## src/rtl/washer_pkg.sv

```systemverilog
// Shared definitions for the washer controller and its phase timer:
// the phase encoding (aligned with the controller's 3-bit state code)
// and the default phase limits.
package washer_pkg;

  // Phase encoding reuses the controller's 3-bit state code. The
  // controller's START (0) and READY (1) states both mean "no timed
  // operation active", so the timer folds them into PH_IDLE.
  typedef enum logic [2:0] {
    PH_IDLE  = 3'd0,
    PH_FILL  = 3'd2,
    PH_HEAT  = 3'd3,
    PH_WASH  = 3'd4,
    PH_RINSE = 3'd5,
    PH_SPIN  = 3'd6
  } phase_e;

  // Controller codes that have no timed counterpart here.
  localparam logic [2:0] CTRL_START = 3'd0;
  localparam logic [2:0] CTRL_READY = 3'd1;

  // Default limits, in clock cycles.
  localparam int DEF_FILL_TIMEOUT = 500;
  localparam int DEF_HEAT_TIMEOUT = 800;
  localparam int DEF_WASH_CYCLES  = 300;
  localparam int DEF_RINSE_CYCLES = 200;
  localparam int DEF_SPIN_CYCLES  = 150;
  localparam int DEF_CNT_W        = 16;

  // Fill and heat are supervised phases: reaching the limit is a fault
  // (time-out) rather than a normal completion.
  function automatic logic is_supervised(input phase_e p);
    return (p == PH_FILL) || (p == PH_HEAT);
  endfunction

endpackage

```

## src/rtl/phase_counter.sv

```systemverilog
// Saturating phase-duration counter. clr forces zero (no phase), load
// starts a new phase at 1, hold freezes the count, otherwise the count
// climbs by one until it reaches limit and then stays there.
// hit flags the cycle whose update lands the count exactly on limit.
module phase_counter #(
  parameter int CNT_W = 16
) (
  input  logic             clk_i,
  input  logic             rst_i,
  input  logic             clr_i,
  input  logic             load_i,
  input  logic             hold_i,
  input  logic [CNT_W-1:0] limit_i,
  output logic [CNT_W-1:0] count_o,
  output logic             hit_o
);

  logic [CNT_W-1:0] count_q;
  logic [CNT_W-1:0] count_d;
  logic             hit_d;

  // Next count and limit-reached flag; priority clr > load > hold > count.
  always_comb begin
    count_d = count_q;
    hit_d   = 1'b0;
    if (clr_i) begin
      count_d = '0;
    end else if (load_i) begin
      count_d = CNT_W'(1);
      hit_d   = (limit_i == CNT_W'(1));
    end else if (!hold_i && (count_q < limit_i)) begin
      // Guarded by count_q < limit_i, so the increment can never wrap.
      count_d = count_q + CNT_W'(1);
      hit_d   = (count_q == (limit_i - CNT_W'(1)));
    end
  end

  // Count register.
  always_ff @(posedge clk_i or posedge rst_i) begin
    if (rst_i) count_q <= '0;
    else       count_q <= count_d;
  end

  assign count_o = count_q;
  assign hit_o   = hit_d;

endmodule

```

## src/rtl/wash_phase_timer.sv

```systemverilog
// Per-phase timing and supervision for the washing-machine controller.
// Decodes the controller's one-hot operation outputs into a phase,
// times each phase and raises time-out / completion levels that the
// controller consumes. Every output comes directly from a flop.
//
// Handshake: none. Inputs are sampled as levels on every rising clock
// edge; outputs are registered levels that stay high until the phase
// changes or reset asserts, so a slower consumer cannot miss them.
module wash_phase_timer
  import washer_pkg::*;
#(
  parameter int FILL_TIMEOUT = DEF_FILL_TIMEOUT,
  parameter int HEAT_TIMEOUT = DEF_HEAT_TIMEOUT,
  parameter int WASH_CYCLES  = DEF_WASH_CYCLES,
  parameter int RINSE_CYCLES = DEF_RINSE_CYCLES,
  parameter int SPIN_CYCLES  = DEF_SPIN_CYCLES,
  parameter int CNT_W        = DEF_CNT_W
) (
  input  logic             clock,
  input  logic             reset,
  input  logic             fill_Water_Operation,
  input  logic             heat_Water_Operation,
  input  logic             wash_Operation,
  input  logic             rinse_Operation,
  input  logic             spin_Operation,
  input  logic             sig_Full,
  input  logic             sig_Temperature,
  output logic             sig_Time_Out,
  output logic             sig_Wash_Completed,
  output logic             sig_Rinse_Completed,
  output logic             sig_Spin_Completed,
  output logic             phase_Error,
  output logic [CNT_W-1:0] elapsed,
  output logic [2:0]       dbg_phase
);

  localparam logic [CNT_W-1:0] LIM_FILL  = CNT_W'(FILL_TIMEOUT);
  localparam logic [CNT_W-1:0] LIM_HEAT  = CNT_W'(HEAT_TIMEOUT);
  localparam logic [CNT_W-1:0] LIM_WASH  = CNT_W'(WASH_CYCLES);
  localparam logic [CNT_W-1:0] LIM_RINSE = CNT_W'(RINSE_CYCLES);
  localparam logic [CNT_W-1:0] LIM_SPIN  = CNT_W'(SPIN_CYCLES);

  logic [4:0]       ops;
  phase_e           dec_phase;
  logic             multi_hot;
  logic             entry;
  logic             frozen;
  logic [CNT_W-1:0] limit_sel;
  logic             cnt_hit;

  phase_e phase_q,     phase_d;
  logic   time_out_q,  time_out_d;
  logic   wash_done_q, wash_done_d;
  logic   rinse_done_q, rinse_done_d;
  logic   spin_done_q, spin_done_d;
  logic   phase_err_q, phase_err_d;

  assign ops = {fill_Water_Operation, heat_Water_Operation, wash_Operation,
                rinse_Operation, spin_Operation};

  // Decode the single active operation; zero or several active means IDLE.
  always_comb begin
    dec_phase = PH_IDLE;
    case (ops)
      5'b10000: dec_phase = PH_FILL;
      5'b01000: dec_phase = PH_HEAT;
      5'b00100: dec_phase = PH_WASH;
      5'b00010: dec_phase = PH_RINSE;
      5'b00001: dec_phase = PH_SPIN;
      default:  dec_phase = PH_IDLE;
    endcase
  end

  // More than one bit set: clearing the lowest set bit leaves something.
  assign multi_hot = (ops & (ops - 5'd1)) != 5'd0;

  // A change of decoded phase restarts timing and drops stale status.
  assign entry = (dec_phase != phase_q);

  // A satisfied sensor suspends supervision of fill/heat.
  assign frozen = ((dec_phase == PH_FILL) && sig_Full) ||
                  ((dec_phase == PH_HEAT) && sig_Temperature);

  // Limit for the phase being counted this cycle; on a stay the decoded
  // and registered phases agree, so the decoded one serves both cases.
  always_comb begin
    limit_sel = '0;
    case (dec_phase)
      PH_FILL:  limit_sel = LIM_FILL;
      PH_HEAT:  limit_sel = LIM_HEAT;
      PH_WASH:  limit_sel = LIM_WASH;
      PH_RINSE: limit_sel = LIM_RINSE;
      PH_SPIN:  limit_sel = LIM_SPIN;
      default:  limit_sel = '0;
    endcase
  end

  phase_counter #(
    .CNT_W (CNT_W)
  ) u_phase_counter (
    .clk_i   (clock),
    .rst_i   (reset),
    .clr_i   (dec_phase == PH_IDLE),
    .load_i  (entry),
    .hold_i  (frozen),
    .limit_i (limit_sel),
    .count_o (elapsed),
    .hit_o   (cnt_hit)
  );

  // Phase FSM next state plus status next values; defaults hold state.
  always_comb begin
    phase_d      = dec_phase;
    phase_err_d  = multi_hot;
    time_out_d   = time_out_q;
    wash_done_d  = wash_done_q;
    rinse_done_d = rinse_done_q;
    spin_done_d  = spin_done_q;

    if (dec_phase == PH_IDLE || entry) begin
      time_out_d   = 1'b0;
      wash_done_d  = 1'b0;
      rinse_done_d = 1'b0;
      spin_done_d  = 1'b0;
    end

    // The sensor wins over a limit reached on the same edge.
    if (cnt_hit && !frozen) begin
      if (is_supervised(dec_phase)) begin
        time_out_d = 1'b1;
      end else begin
        case (dec_phase)
          PH_WASH:  wash_done_d  = 1'b1;
          PH_RINSE: rinse_done_d = 1'b1;
          PH_SPIN:  spin_done_d  = 1'b1;
          default:  ;
        endcase
      end
    end
  end

  // Phase state and status registers.
  always_ff @(posedge clock or posedge reset) begin
    if (reset) begin
      phase_q      <= PH_IDLE;
      phase_err_q  <= 1'b0;
      time_out_q   <= 1'b0;
      wash_done_q  <= 1'b0;
      rinse_done_q <= 1'b0;
      spin_done_q  <= 1'b0;
    end else begin
      phase_q      <= phase_d;
      phase_err_q  <= phase_err_d;
      time_out_q   <= time_out_d;
      wash_done_q  <= wash_done_d;
      rinse_done_q <= rinse_done_d;
      spin_done_q  <= spin_done_d;
    end
  end

  assign sig_Time_Out        = time_out_q;
  assign sig_Wash_Completed  = wash_done_q;
  assign sig_Rinse_Completed = rinse_done_q;
  assign sig_Spin_Completed  = spin_done_q;
  assign phase_Error         = phase_err_q;
  assign dbg_phase           = phase_q;

endmodule

```

## config.mk

```make
export PLATFORM = sky130hd
export DESIGN_NAME = wash_phase_timer
export DESIGN_NICKNAME = d
export VERILOG_FILES = /design/src/rtl/washer_pkg.sv /design/src/rtl/phase_counter.sv /design/src/rtl/wash_phase_timer.sv
export SDC_FILE = /design/constraint.sdc
export NUM_CORES = 1
export LEC_CHECK = 0
export ABC_AREA = 0
export BUFFER_PORTS_ARGS = -buffer_cell sky130_fd_sc_hd__buf_2
export CORE_ASPECT_RATIO = 0.5
export CORE_MARGIN = 4
export CORE_UTILIZATION = 40
export CTS_CLUSTER_DIAMETER = 50
export DETAILED_ROUTE_END_ITERATION = 7
export GPL_TIMING_DRIVEN = 0
export MAX_ROUTING_LAYER = met4
export PLACE_DENSITY_LB_ADDON = 0.05
export SLEW_MARGIN = 25
export SYNTH_ARGS = -nofsm -noshare
export SYNTH_HDL_FRONTEND = slang
export SYNTH_HIERARCHICAL = 1
export SYNTH_SLANG_ARGS = --single-unit
```

## constraint.sdc

```tcl
create_clock -name clock -period 2.48 [get_ports clock]
set_clock_uncertainty 0.15 [all_clocks]
set_input_delay 0.248 -clock clock [delete_from_list [all_inputs] [get_ports clock]]
set_output_delay 0.248 -clock clock [all_outputs]
set_load 0.03 [all_outputs]
```

Word level (Yosys, flattened, before mapping)
Cells that the tools add are included.

Flip-flop bits (word level): 24. Output and inout bits: 24. Logic and storage cells: 59.

Add/sub/neg operators: 3. $lt $le $gt $ge: 1. Eq/ne operators: 13. Multiplexer cells: 23. Bitwise logic cells: 1. Reductions and logical operators: 11.

Operators by type and width (count): 10-bit case mux with 5 select lines (1); 16-bit 2-to-1 mux (3); 1-bit 2-to-1 mux (18); 16-bit by 1-bit adder with 16-bit output, second input constant (1); 16-bit equality test (1); 16-bit by 10-bit less-than comparator with 1-bit output (1); 3-bit case mux with 5 select lines (1); 10-bit by 1-bit subtractor with 11-bit output, second input constant (1); 10-bit by 1-bit equality test with 1-bit output, second input constant (1); 3-bit equality test, second input constant (3); 3-bit by 2-bit equality test with 1-bit output, second input constant (2); 5-bit bitwise AND (1); 5-bit by 1-bit equality test with 1-bit output, second input constant (1); 5-bit by 2-bit equality test with 1-bit output, second input constant (1); 5-bit by 3-bit equality test with 1-bit output, second input constant (1); 5-bit by 4-bit equality test with 1-bit output, second input constant (1); 5-bit equality test, second input constant (1); 5-bit nonzero test (1); 5-bit by 1-bit subtractor with 5-bit output, second input constant (1); 1-bit logical AND (4); 3-bit logical NOT (1); 1-bit logical OR (3); 3-bit != test (1); 3-bit nonzero test (1); 1-bit logical NOT (1).

Logic depth before layout (Yosys ltp)
Gate-level depths: netlist (run 1).

Depth after elaboration: 12. Mapped depth: 19. Gate-level depth less buffers: 14.

By module
Netlist (run 1), hierarchy kept.

Modules (own cells, without submodules): phase_counter (times used 1, cells an instance 217, area each 1749.2 µm², seq. area each 400.4 µm²); wash_phase_timer (times used 1, cells an instance 99, area each 833.3 µm², seq. area each 200.2 µm²).

Least setup slack after synthesis (run 1)
OpenSTA, ideal clock, no wires.

Path kind: input port to flip-flop. Start: input fill_Water_Operation. End: register spin_done_q (netlist: sig_Spin_Completed). Library setup time: 0.095 ns. Arrival time: 3.512 ns. Setup slack: -1.277 ns. Stages on the path: 19. Buffers on the path: 5. Cells stage by stage: buf_4 buf_2 buf_4 xor2_1 o21ai_0 nor3_1 clkbuf_1 inv_1 ha_1 a21oi_1 o21a_1 a2bb2oi_1 nand3_1 buf_2 nor4_1 a21o_1 nor2b_1 nand4b_1 o31ai_1.

Elaborated cells on any way between the ends: 33.

RTL lines: start, declared (line wash_phase_timer.sv:21) `input logic fill_Water_Operation,`; 5-bit by 1-bit equality test with 1-bit output, or another cell as far along (line wash_phase_timer.sv:64) `case (ops)`; 3-bit case mux with 5 select lines * (line wash_phase_timer.sv:64); 3-bit equality test or 3-bit by 2-bit equality test with 1-bit output (tied branches) (line wash_phase_timer.sv:88) `case (dec_phase)`; 10-bit case mux with 5 select lines * (line wash_phase_timer.sv:88); named net limit_sel[5] (line wash_phase_timer.sv:48) `logic [CNT_W-1:0] limit_sel;`; 10-bit by 1-bit subtractor with 11-bit output or 16-bit by 10-bit less-than comparator with 1-bit output (tied branches) (line phase_counter.sv:34, phase_counter.sv:31); 16-bit equality test or 1-bit logical AND (tied branches) (line phase_counter.sv:34, phase_counter.sv:31); 1-bit 2-to-1 mux (line phase_counter.sv:31) `end else if (!hold_i && (count_q < limit_i)) begin`; 1-bit 2-to-1 mux * (line phase_counter.sv:28) `end else if (load_i) begin`; 1-bit 2-to-1 mux * (line phase_counter.sv:26) `if (clr_i) begin`; named net cnt_hit (line wash_phase_timer.sv:49) `logic cnt_hit;`; 1-bit logical AND * (line wash_phase_timer.sv:128) `if (cnt_hit && !frozen) begin`; 1-bit 2-to-1 mux * (line wash_phase_timer.sv:128); named net spin_done_d (line wash_phase_timer.sv:55) `logic spin_done_q, spin_done_d;`; end signal, assigned (line wash_phase_timer.sv:157) `spin_done_q <= spin_done_d;`; end, declared (line wash_phase_timer.sv:55).

The timed path passes the listed nets; every way through them passes the cells marked *. A chain may end at the register's enable or synchronous reset.

Worst setup path in the final report (run 1)
Start: input spin_Operation. End: register spin_done_q (netlist: sig_Spin_Completed).

Elaborated cells on any way between the ends: 33.

RTL lines: start, declared (line wash_phase_timer.sv:25) `input logic spin_Operation,`; 5-bit by 1-bit equality test with 1-bit output, or another cell as far along (line wash_phase_timer.sv:64); 3-bit case mux with 5 select lines * (line wash_phase_timer.sv:64); 3-bit equality test or 3-bit by 2-bit equality test with 1-bit output (tied branches) (line wash_phase_timer.sv:88); 10-bit case mux with 5 select lines * (line wash_phase_timer.sv:88); named net limit_sel[1] (line wash_phase_timer.sv:48); 10-bit by 1-bit subtractor with 11-bit output or 16-bit by 10-bit less-than comparator with 1-bit output (tied branches) (line phase_counter.sv:34, phase_counter.sv:31); 16-bit equality test or 1-bit logical AND (tied branches) (line phase_counter.sv:34, phase_counter.sv:31); 1-bit 2-to-1 mux (line phase_counter.sv:31); 1-bit 2-to-1 mux * (line phase_counter.sv:28); 1-bit 2-to-1 mux * (line phase_counter.sv:26); named net cnt_hit (line wash_phase_timer.sv:49); 1-bit logical AND * (line wash_phase_timer.sv:128); 1-bit 2-to-1 mux * (line wash_phase_timer.sv:128); named net spin_done_d (line wash_phase_timer.sv:55).

Marked as above.

==> flow_metrics.py, run 1 <==
metrics = {
    "global_routing": {
        "antenna_found_initial": 0,
        "overflow": 0,
        "grt_pass1_vias": 2690,
        "grt_usage_pct": 22.0,
        "grt_pass1_wl_um": 13200,
        "grt_max_degree": 17,
    },
    "outcome": {
        "status": "finished with violations",
        "violations": "setup timing",
    },
    "drt": {
        "wirelength_um": 8470,
        "drc": 0,
        "wire_per_inst_um": 16.4,
        "drtIter0Drc": 220,
        "ant_nets": 0,
        "via_per_inst": 5.44,
        "first_pass_iters": 5,
        "num_vias": 2804,
    },
    "floorplanning": {
        "rows": 20,
        "die_h_um": 64.8,
        "core_area_um2": 6160,
        "dieArea_um2": 7880,
        "fp.dieW_um": 122,
        "start_util_pct": 42.0,
        "ios": 33,
    },
    "layout": {
        "nets": 456,
        "fillerInstances": 522,
        "finalCoreUtilization_pct": 65.9,
        "area_growth_syn_to_layout_pct": 57.1,
        "final_cell_area_um2": 4060,
        "antenna_cells": 0,
        "drive_above_1_share_pct": 37.7,
    },
    "synthesis": {
        "synthMuxAreaShare_pct": 0.388,
        "synthTopCellsByArea": "dfrtp_1, ha_1, xnor2_1",
        "synth_top_area_share_pct": 23.3,
        "syn_avg_cell_area_um2": 8.17,
        "ys_ff_latch": 24,
        "synth_async_sr_flop_share_pct": 100,
        "yosysWarnings": 6,
        "syn_inst": 316,
        "synth_simple_gate_area_share_pct": 27.7,
        "syn_area_um2": 2580,
        "synth_top_family_by_area": "simple AND/OR/NAND/NOR gates",
        "yosysTopAreaCell": "dfrtp_1",
        "seq_area_frac_synth_pct": 23.3,
        "synth_edf_count": 0,
        "synth_adder_area_share_pct": 9.59,
        "synth_ff_type": "dfrtp_1",
        "synth_cell_types": 61,
        "synth_compound_area_share_pct": 18.9,
        "synth_xor_area_share_pct": 11.5,
    },
    "setup_path": {
        "required_ps": 2510,
        "crit_chain": "buf_2 -> buf_8 -> buf_8 -> nor4b_4 -> buf_4 -> or4_4 -> or4_4 -> o211ai_1 -> a31oi_1 -> nor4_2 -> a21o_1 -> nor2b_4 -> nand4b_1 -> o31ai_1",
        "setup.worst_path.start": "spin_Operation",
        "end_kind": "flip-flop",
        "worstPathArrival_ps": 3040,
        "path_buf_inv": 4,
        "cp_top_family": "simple AND/OR/NAND/NOR gates",
        "max_stage_delay_ps": 530,
        "path_class": "input port to flip-flop",
        "ff2ff_setup_slack_ps": -410,
        "rr_startpoint": "dbg_phase[1]",
        "path_max_fanout": 10,
        "critPathLaunchType": "input port",
        "cp_slowest_cell": "or4_4",
    },
    "power_and_ir_drop": {
        "seqPwrFrac_pct": 30.6,
        "power_leakage_uw": 0.00171,
        "p_sw_uw": 398,
        "switching_share_pct": 30.2,
        "p_per_area_nw_per_um2": 325,
        "total_power_uw": 1320,
        "pwr-share-clk_pct": 36.8,
        "worst_ir_drop_vdd_mv": 0.248,
        "comb_power_share_pct": 32.6,
        "power.internal_uw": 920,
    },
    "cts": {
        "cts_tree": "done",
        "cts_sinks": 24,
        "root_buffer": "clkbuf_16",
        "clk_pin_slew_ps": 70,
        "cts_buffer_depth": 2,
        "htree_levels": 1,
        "cts_made_buffers": 3,
        "worstSkewPairLatency_ps": 270,
    },
    "placement": {
        "dpl_cell_area_um2": 3070,
        "port_buffers": 30,
        "place_hpwl_um": 5430,
        "gp_congestion": 0.897,
    },
    "sta": {
        "period_share_pct": 121,
        "slew_viol_final": 0,
        "clock.fmax_mhz": 333,
        "rsz0062_at_grt": "yes",
        "fin_ws_ps": -527,
        "setup_viol": 20,
        "relSlewSlack_pct": 54.6,
        "tightest_slew_ps": 681,
        "period_minus_slack_ps": 3010,
        "finalSetupTns_ps": -7640,
        "final-hold-violation-count": 0,
    },
    "worst_hold_path": {
        "holdCritPathClass": "input port to flip-flop",
        "hp-start": "wash_Operation",
    },
    "flow_run": {
        "maxCapViolCount": 0,
    },
}
## power groups by stage
stage / clock network, uW / logic [uW] / registers, uW
5_1_grt: 515 / 462 / 403
4_1_cts: 482 / 385 / 403
2_1_floorplan: 0 / 207 / 420
6_report: 485 / 430 / 403
3_5_place_dp: 0 / 275 / 410
3_3_place_gp: 0 / 271 / 410
## state kept, by name, indices dropped and copies added (netlist names)
signal                   count
u_phase_counter/count_o     16
dbg_phase                    3
phase_Error                  1
sig_Rinse_Completed          1
sig_Spin_Completed           1
sig_Time_Out                 1
sig_Wash_Completed           1
## stage by stage
stage | hold slack, ps | cells | worst slack (ps)
floorplan | -86.3 | 344 | -678
global placement | 56.6 | 462 | -1430
detailed placement | 64.5 | 462 | -1440
CTS | 156 | 514 | -506
global route | 173 | 515 | -678
finish | 167 | 515 | -527
## area by class of cell
class	count	area, um^2	area share (%)
Inverter	27	109	2.68
Buffer	18	251	6.20
Tap cell	88	110	2.71
Clock buffer	3	75.1	1.85
Timing Repair Buffer	80	614	15.1
Clock inverter	1	30.0	0.740
Multi-Input combinational cell	274	2270	55.9
Sequential cell	24	601	14.8
## cells by family after synthesis
family | count (synthesis)
compound gates | 74
xor+xnor | 34
fa+ha+maj | 20
buf+inv | 46
flops | 24
mux | 1
other cells | 1
simple gates | 116
## cells in the final DEF (no fill, tap or decap), types with 3 or more instances in the layout
cell type,count
a21oi_1,18
ha_4,5
nand2b_1,3
buf_2,31
and4_1,3
and3_1,6
ha_1,14
nand4_1,10
conb_1,29
nor2_1,12
nor3_1,5
a21oi_2,4
buf_4,39
o211ai_1,3
or2_4,3
nor4_4,4
or3_1,12
inv_2,4
xnor2_1,20
nand3_1,9
o31ai_1,7
buf_8,5
o21ai_1,7
dfrtp_1,24
or4_1,4
a31oi_1,3
o21ai_0,5
nor3_2,4
buf_6,6
nand2_1,10
buf_12,8
clkbuf_8,3
o21ai_2,6
xor2_1,11
clkbuf_16,4
inv_1,21
## timing repair
item | 4_1_cts | 5_1_grt
setup endpoints to repair | 20 | 20
cloned | 2 | 0
buffers inserted | 45 | 4
pin swaps | 40 | 28
gates resized for setup | 77 | 29
hold buffers | 1 | 0
endpoints found under the hold margin | 24 | 0
## worst register-to-register path, delay by kind of cell, from the launching register on
kind | cells | cell delay [ps]
AND/OR/NAND/NOR | 8 | 1540
flip-flops | 1 | 410
buffers and inverters | 1 | 80
AO/OA/AOI/OAI | 4 | 620
## final timing paths
| check | endpoint | cells after the start |
|---|---|---|
| worst min-delay path | dbg_phase[0] | 3 |
| worst max register to register | sig_Spin_Completed | 13 |
| max in group asynchronous | u_phase_counter/count_o[14] | 3 |
| worst min register to register | sig_Spin_Completed | 2 |
| min in group asynchronous | phase_Error | 3 |
| worst max-delay path | sig_Spin_Completed | 14 |
## per-layer routing
metal  track usage (%)  routed length, um  share of wire, %  vias up
met3              4.01                387               4.6       12
met1              28.4               3920                46     1347
met4              4.33                 93               1.1        0
li1                  -                  -                 -     1363
met2              36.7               4060                48       82
met5                 -                  0                 0        -
## cells in the mapped netlist, types with 8 or more instances
cell type and n:
xnor2_1 22, nand3_1 12, or3_1 13, xor2_1 12
o21ai_0 18, a21oi_1 22, inv_1 27, nand4_1 10
o31ai_1 8, dfrtp_1 24, nor2_1 15, nor3_1 8
nand2_1 12, ha_1 19
No activity file was read; power rests on OpenSTA's default activity.
==> run 2: changes to the inputs <==
CORE_UTILIZATION = 53   (was 40)
==> run 2 against run 1 <==
The flow still finishes with violations (setup timing). Largest power group is now combinational logic. Die area fell by 22%. Sequential cell count unchanged. Combinational power is 7.2% higher.
==> flow_metrics.py, run 2 (synthesis gave the netlist of run 1 again) <==
metrics = {
    "placement": {
        "preCtsSetupSlack_ps": -1380,
        "dp_cells": 440,
        "port_buffers": 30,
        "place_hpwl_um": 5370,
        "gp_congestion": 0.931,
    },
    "floorplanning": {
        "start_util_pct": 56.7,
        "fp.dieW_um": 107,
        "dieArea_um2": 6120,
        "core_area_um2": 4550,
        "ios": 33,
        "rows": 17,
        "die_h_um": 57.4,
    },
    "layout": {
        "final_common_cell": "buf_4",
        "drive_above_1_share_pct": 38.2,
        "largest_register_ffs": 16,
        "area_growth_syn_to_layout_pct": 55.6,
        "seq_area_um2": 601,
        "antenna_cells": 0,
        "fillerInstances": 208,
        "multi_input_area_um2": 2280,
        "nets": 461,
        "layout_common_cells": "buf_4, buf_2, conb_1, dfrtp_1, inv_1",
        "fin_cells": 498,
    },
    "drt": {
        "drtIter0Drc": 318,
        "wire_per_inst_um": 21.3,
        "via_per_inst": 6.56,
        "num_vias": 3265,
        "ant_nets": 0,
        "drc": 0,
        "wirelength_um": 10600,
        "first_pass_iters": 7,
    },
    "sta": {
        "final-hold-violation-count": 0,
        "setup_viol": 20,
        "period_share_pct": 133,
        "hold_slack_ps": 162,
        "period_minus_slack_ps": 3290,
        "tightest_slew_ps": 699,
        "fin_ws_ps": -812,
        "clock.fmax_mhz": 304,
        "slew_viol_final": 0,
        "relSlewSlack_pct": 53.0,
        "rsz0062_at_grt": "yes",
    },
    "setup_path": {
        "crit_chain": "buf_12 -> buf_12 -> buf_12 -> xor2_2 -> o21ai_2 -> nor3_4 -> clkbuf_16 -> inv_8 -> ha_4 -> a21oi_2 -> o21a_1 -> a2bb2oi_4 -> nand3_4 -> buf_8 -> nor4_4 -> a21o_1 -> nor2b_4 -> nand4b_1 -> o31ai_1",
        "reg2reg_to": "sig_Spin_Completed",
        "cp_slowest_cell": "nor3_4",
        "path_class": "input port to flip-flop",
        "critPathLaunchType": "input port",
        "rr_startpoint": "dbg_phase[1]",
        "max_stage_delay_ps": 280,
        "end_kind": "flip-flop",
        "required_ps": 2510,
        "crit_top_cell": "buf_12",
        "worstPathArrival_ps": 3320,
        "ff2ff_path_depth": 13,
        "path_max_fanout": 7,
        "ff2ff_setup_slack_ps": -790,
    },
    "global_routing": {
        "grt_pass1_vias": 2913,
        "grt_pass1_wl_um": 14700,
        "overflow": 0,
        "grt_usage_pct": 31.3,
        "antenna_found_initial": 0,
        "grt_max_degree": 17,
    },
    "power_and_ir_drop": {
        "p_per_area_nw_per_um2": 282,
        "worst_ir_drop_vdd_mv": 0.309,
        "total_power_uw": 1130,
        "power_leakage_uw": 0.00172,
    },
    "outcome": {
        "status": "finished with violations",
        "violations": "setup timing",
    },
    "cts": {
        "cts_tree": "done",
        "cts_made_buffers": 3,
        "root_buffer": "clkbuf_8",
        "clk_pin_slew_ps": 90,
        "worstSkewPairLatency_ps": 270,
        "cts_sinks": 24,
        "cts_buffer_depth": 2,
        "htree_levels": 1,
    },
    "worst_hold_path": {
        "min_to": "dbg_phase[0]",
        "hp-start": "wash_Operation",
        "holdCritPathClass": "input port to flip-flop",
        "hold-path-cell-count": 3,
    },
    "flow_run": {
        "maxCapViolCount": 0,
    },
}
-- run 2: cell types whose count changed in the layout (fill, tap and decap cells not counted), moves of 3 or more --
cell,before,now
clkbuf_8,3,6
buf_4,39,46
clkbuf_16,4,1
buf_6,6,9
o21ai_0,5,10
o21ai_2,6,2
-- run 2: metrics by stage --
step / utilization [%] / setup TNS, ps / area [um^2]
final: 88.3 / -11780 / 4020
after global routing: 88.3 / -13270 / 4020
after CTS: 84.1 / -6820 / 3830
after detailed placement: 66.8 / -19650 / 3040
after global placement: 66.8 / -18340 / 3040
after floorplan: - / -8090 / 2810
-- run 2: repair_timing --
action                                  4_1_cts  5_1_grt
setup buffers                                46       10
endpoints found under the hold margin        24        0
endpoints found under the setup margin       20       20
gates cloned                                  1        0
hold buffers                                  1        0
pin swaps                                    31       17
gates resized for setup                      83       22
-- run 2: how the worst max path moves through the flow --
stage                    startpoint                  to  slack (ps)
2_1_floorplan  fill_Water_Operation  sig_Spin_Completed        -680
3_3_place_gp   heat_Water_Operation  sig_Spin_Completed       -1310
3_5_place_dp   heat_Water_Operation  sig_Spin_Completed       -1380
4_1_cts              wash_Operation  sig_Spin_Completed        -570
5_1_grt                dbg_phase[1]  sig_Spin_Completed        -920
6_report       fill_Water_Operation  sig_Spin_Completed        -810
-- run 2: layer usage --
metal  wire [um]  up-vias  share of wire [%]  GRT usage (%)
met5           0        -                  0              -
met4         660        0                6.2           10.7
met3        1060       78                 10           5.54
met2        4960      270                 47           54.3
met1        3950     1548                 37           37.0
li1            -     1369                  -              -
-- run 2: worst max-delay path: cells and delay by family --
| kind | cells | cell delay, ps |
|---|---|---|
| buffers and inverters | 6 | 740 |
| AOI/OAI and AO/OA | 6 | 950 |
| and+or+nand+nor | 5 | 960 |
| xor gates and xnor gates | 1 | 190 |
| adders and majority gates | 1 | 210 |
-- run 2: final cells by class --
cell class / instances / area share [%]
clock buffers: 4 / 1.37
plain buffers: 18 / 6.38
repair buffers: 85 / 15.7
flip-flops and latches: 24 / 14.9
multi-input cells: 274 / 56.8
well taps: 66 / 2.06
inverters: 27 / 2.77
-- run 2: report_power, final --
| group | total (uW) | switching, uW | internal, uW |
|---|---|---|---|
| registers | 403 | 6.63 | 396 |
| logic | 461 | 259 | 203 |
| clock network | 268 | 127 | 142 |
==> run 3: changes to the inputs <==
CORE_UTILIZATION = 55   (was 53)
CTS_BUF_LIST = sky130_fd_sc_hd__clkbuf_4 sky130_fd_sc_hd__clkbuf_8   (was default)
==> run 3 against run 2 <==
The flow still finishes with violations (setup timing). Critical endpoint unchanged. Fmax shrank 0.55%. Die area down 3.2%. Core utilization grew 2.4 points. Worst setup slack worse by 18 ps. Cell area is 0.84% higher. First-iteration DRC count grew 33%. Register-to-register slack is essentially flat. Worst hold slack got worse by 16 ps.
==> flow_metrics.py, run 3 (synthesis gave the netlist of run 1 again) <==
metrics = {
    "outcome": {
        "status": "finished with violations",
        "violations": "setup timing",
    },
    "setup_path": {
        "path_buf_inv": 4,
        "required_ps": 2520,
        "worstPathArrival_ps": 3350,
        "end_kind": "flip-flop",
        "max_stage_delay_ps": 310,
        "cp_top_family": "simple AND/OR/NAND/NOR gates",
        "path_class": "input port to flip-flop",
        "cp_slowest_cell": "nor4_2",
        "path_max_fanout": 8,
        "critPathLaunchType": "input port",
        "crit_chain": "buf_2 -> buf_6 -> buf_4 -> o21ai_0 -> o311a_1 -> nand4_4 -> or2_1 -> inv_1 -> nand2_4 -> nor4_2 -> nand4_1 -> nor4_4 -> a21o_1 -> nor2b_4 -> nand4b_1 -> o31ai_1",
    },
    "cts": {
        "cts_buffer_depth": 2,
        "worstSkewPairLatency_ps": 270,
        "cts_made_buffers": 3,
        "htree_levels": 1,
        "clk_pin_slew_ps": 100,
        "cts_tree": "done",
        "root_buffer": "clkbuf_8",
        "cts_sinks": 24,
    },
    "layout": {
        "nets": 460,
        "area_growth_syn_to_layout_pct": 56.9,
        "layout_common_cells": "buf_4, buf_2, conb_1, inv_1, dfrtp_1",
        "final_common_cell": "buf_4",
        "drive_above_1_share_pct": 39.4,
        "antenna_cells": 0,
        "largest_register_ffs": 16,
    },
    "sta": {
        "final-hold-violation-count": 0,
        "relSlewSlack_pct": 55.3,
        "clock.fmax_mhz": 302,
        "setup_viol": 20,
        "period_minus_slack_ps": 3310,
        "hold_slack_ps": 146,
        "fin_ws_ps": -830,
        "period_share_pct": 133,
        "tightest_slew_ps": 669,
        "slew_viol_final": 0,
        "rsz0062_at_grt": "yes",
    },
    "power_and_ir_drop": {
        "pwr-share-clk_pct": 29.2,
        "switching_share_pct": 33.7,
        "seqPwrFrac_pct": 32.8,
        "p_sw_uw": 415,
        "comb_power_share_pct": 38.0,
        "power.internal_uw": 817,
        "p_per_area_nw_per_um2": 304,
        "worst_ir_drop_vdd_mv": 0.393,
        "power_leakage_uw": 0.00173,
    },
    "drt": {
        "ant_nets": 0,
        "drtIter0Drc": 424,
        "wirelength_um": 11700,
        "via_per_inst": 6.87,
        "num_vias": 3354,
        "drc": 0,
        "wire_per_inst_um": 23.9,
        "first_pass_iters": 8,
    },
    "floorplanning": {
        "fp.dieW_um": 105,
        "core_area_um2": 4470,
        "ios": 33,
        "start_util_pct": 57.8,
        "dieArea_um2": 5920,
        "die_h_um": 56.5,
        "rows": 17,
    },
    "global_routing": {
        "grt_pass1_wl_um": 16100,
        "antenna_found_initial": 0,
        "grt_max_degree": 17,
        "grt_usage_pct": 35.2,
        "overflow": 0,
        "grt_pass1_vias": 3075,
    },
    "placement": {
        "gp_congestion": 0.905,
        "preCtsSetupSlack_ps": -1420,
        "port_buffers": 30,
        "place_hpwl_um": 5360,
    },
    "flow_run": {
        "maxCapViolCount": 0,
    },
    "worst_hold_path": {
        "holdCritPathClass": "input port to flip-flop",
    },
}
## run 3: cell count changes in the layout (fill, tap and decap cells not counted), sizes merged
cell,before,now
bufinv,0,1
buf,97,95
## run 3: power groups by stage
stage,Sequential [uW],Clock (uW),Combinational [uW]
3_5_place_dp,411,0,273
3_3_place_gp,410,0,265
5_1_grt,405,376,489
2_1_floorplan,420,0,207
6_report,404,360,468
4_1_cts,403,357,384
## run 3: final cells by class
cell class | count | area (um^2)
flip-flops and latches | 24 | 601
repair buffers | 83 | 651
plain buffers | 19 | 264
well taps | 57 | 71.3
clock buffers | 3 | 41.3
inverters | 27 | 109
multi-input cells | 274 | 2280
clock inverters | 1 | 30.0
fillers | 173 | 415
## run 3: per-stage QoR
| step | total power [uW] | area, um^2 | TNS, ps | util (%) | instances |
|---|---|---|---|---|---|
| after floorplan | 627 | 2810 | -8090 | - | 344 |
| after global placement | 675 | 3030 | -19180 | 67.8 | 431 |
| after detailed placement | 684 | 3030 | -21770 | 67.8 | 431 |
| after CTS | 1140 | 3770 | -5040 | 84.4 | 477 |
| after global routing | 1270 | 4050 | -13540 | 90.7 | 488 |
| final | 1230 | 4050 | -11470 | 90.7 | 488 |
## run 3: worst paths after layout
kind | startpoint | to | cells after the start | slack (ps)
worst max-delay path | rinse_Operation | sig_Spin_Completed | 16 | -830
worst min-delay path | spin_Operation | dbg_phase[0] | 3 | 150
worst max register to register | dbg_phase[1] | sig_Spin_Completed | 13 | -790
worst min register to register | sig_Wash_Completed | sig_Wash_Completed | 2 | 400
max in group asynchronous | reset | u_phase_counter/count_o[11] | 3 | 1290
min in group asynchronous | reset | sig_Time_Out | 3 | 320
## run 3: timing repair
action                                  CTS  global route
gates cloned                              0             2
hold buffers                              1             0
endpoints found under the setup margin   20            20
endpoints found under the hold margin    24             0
buffers inserted                         41            10
pin swaps                                30            33
resized for setup                        59            50
## run 3: layer usage
| metal | global-route usage [%] | up-vias | part of all wire, % | wire (um) |
|---|---|---|---|---|
| li1 | - | 1361 | - | - |
| met5 | - | - | 0 | 0 |
| met1 | 41.9 | 1541 | 36 | 4160 |
| met4 | 15.5 | 0 | 8.3 | 972 |
| met3 | 7.12 | 124 | 13 | 1530 |
| met2 | 58.3 | 328 | 43 | 5020 |
## run 3: worst register-to-register path, cell delays in order (launching register included)
cell and delay (ps):
dfrtp_1 420, o211ai_1 110, o311a_1 250, nand4_4 150
or2_1 290, inv_1 160, nand2_4 130, nor4_2 310
nand4_1 290, nor4_4 310, a21o_1 210, nor2b_4 200
nand4b_1 110, o31ai_1 90
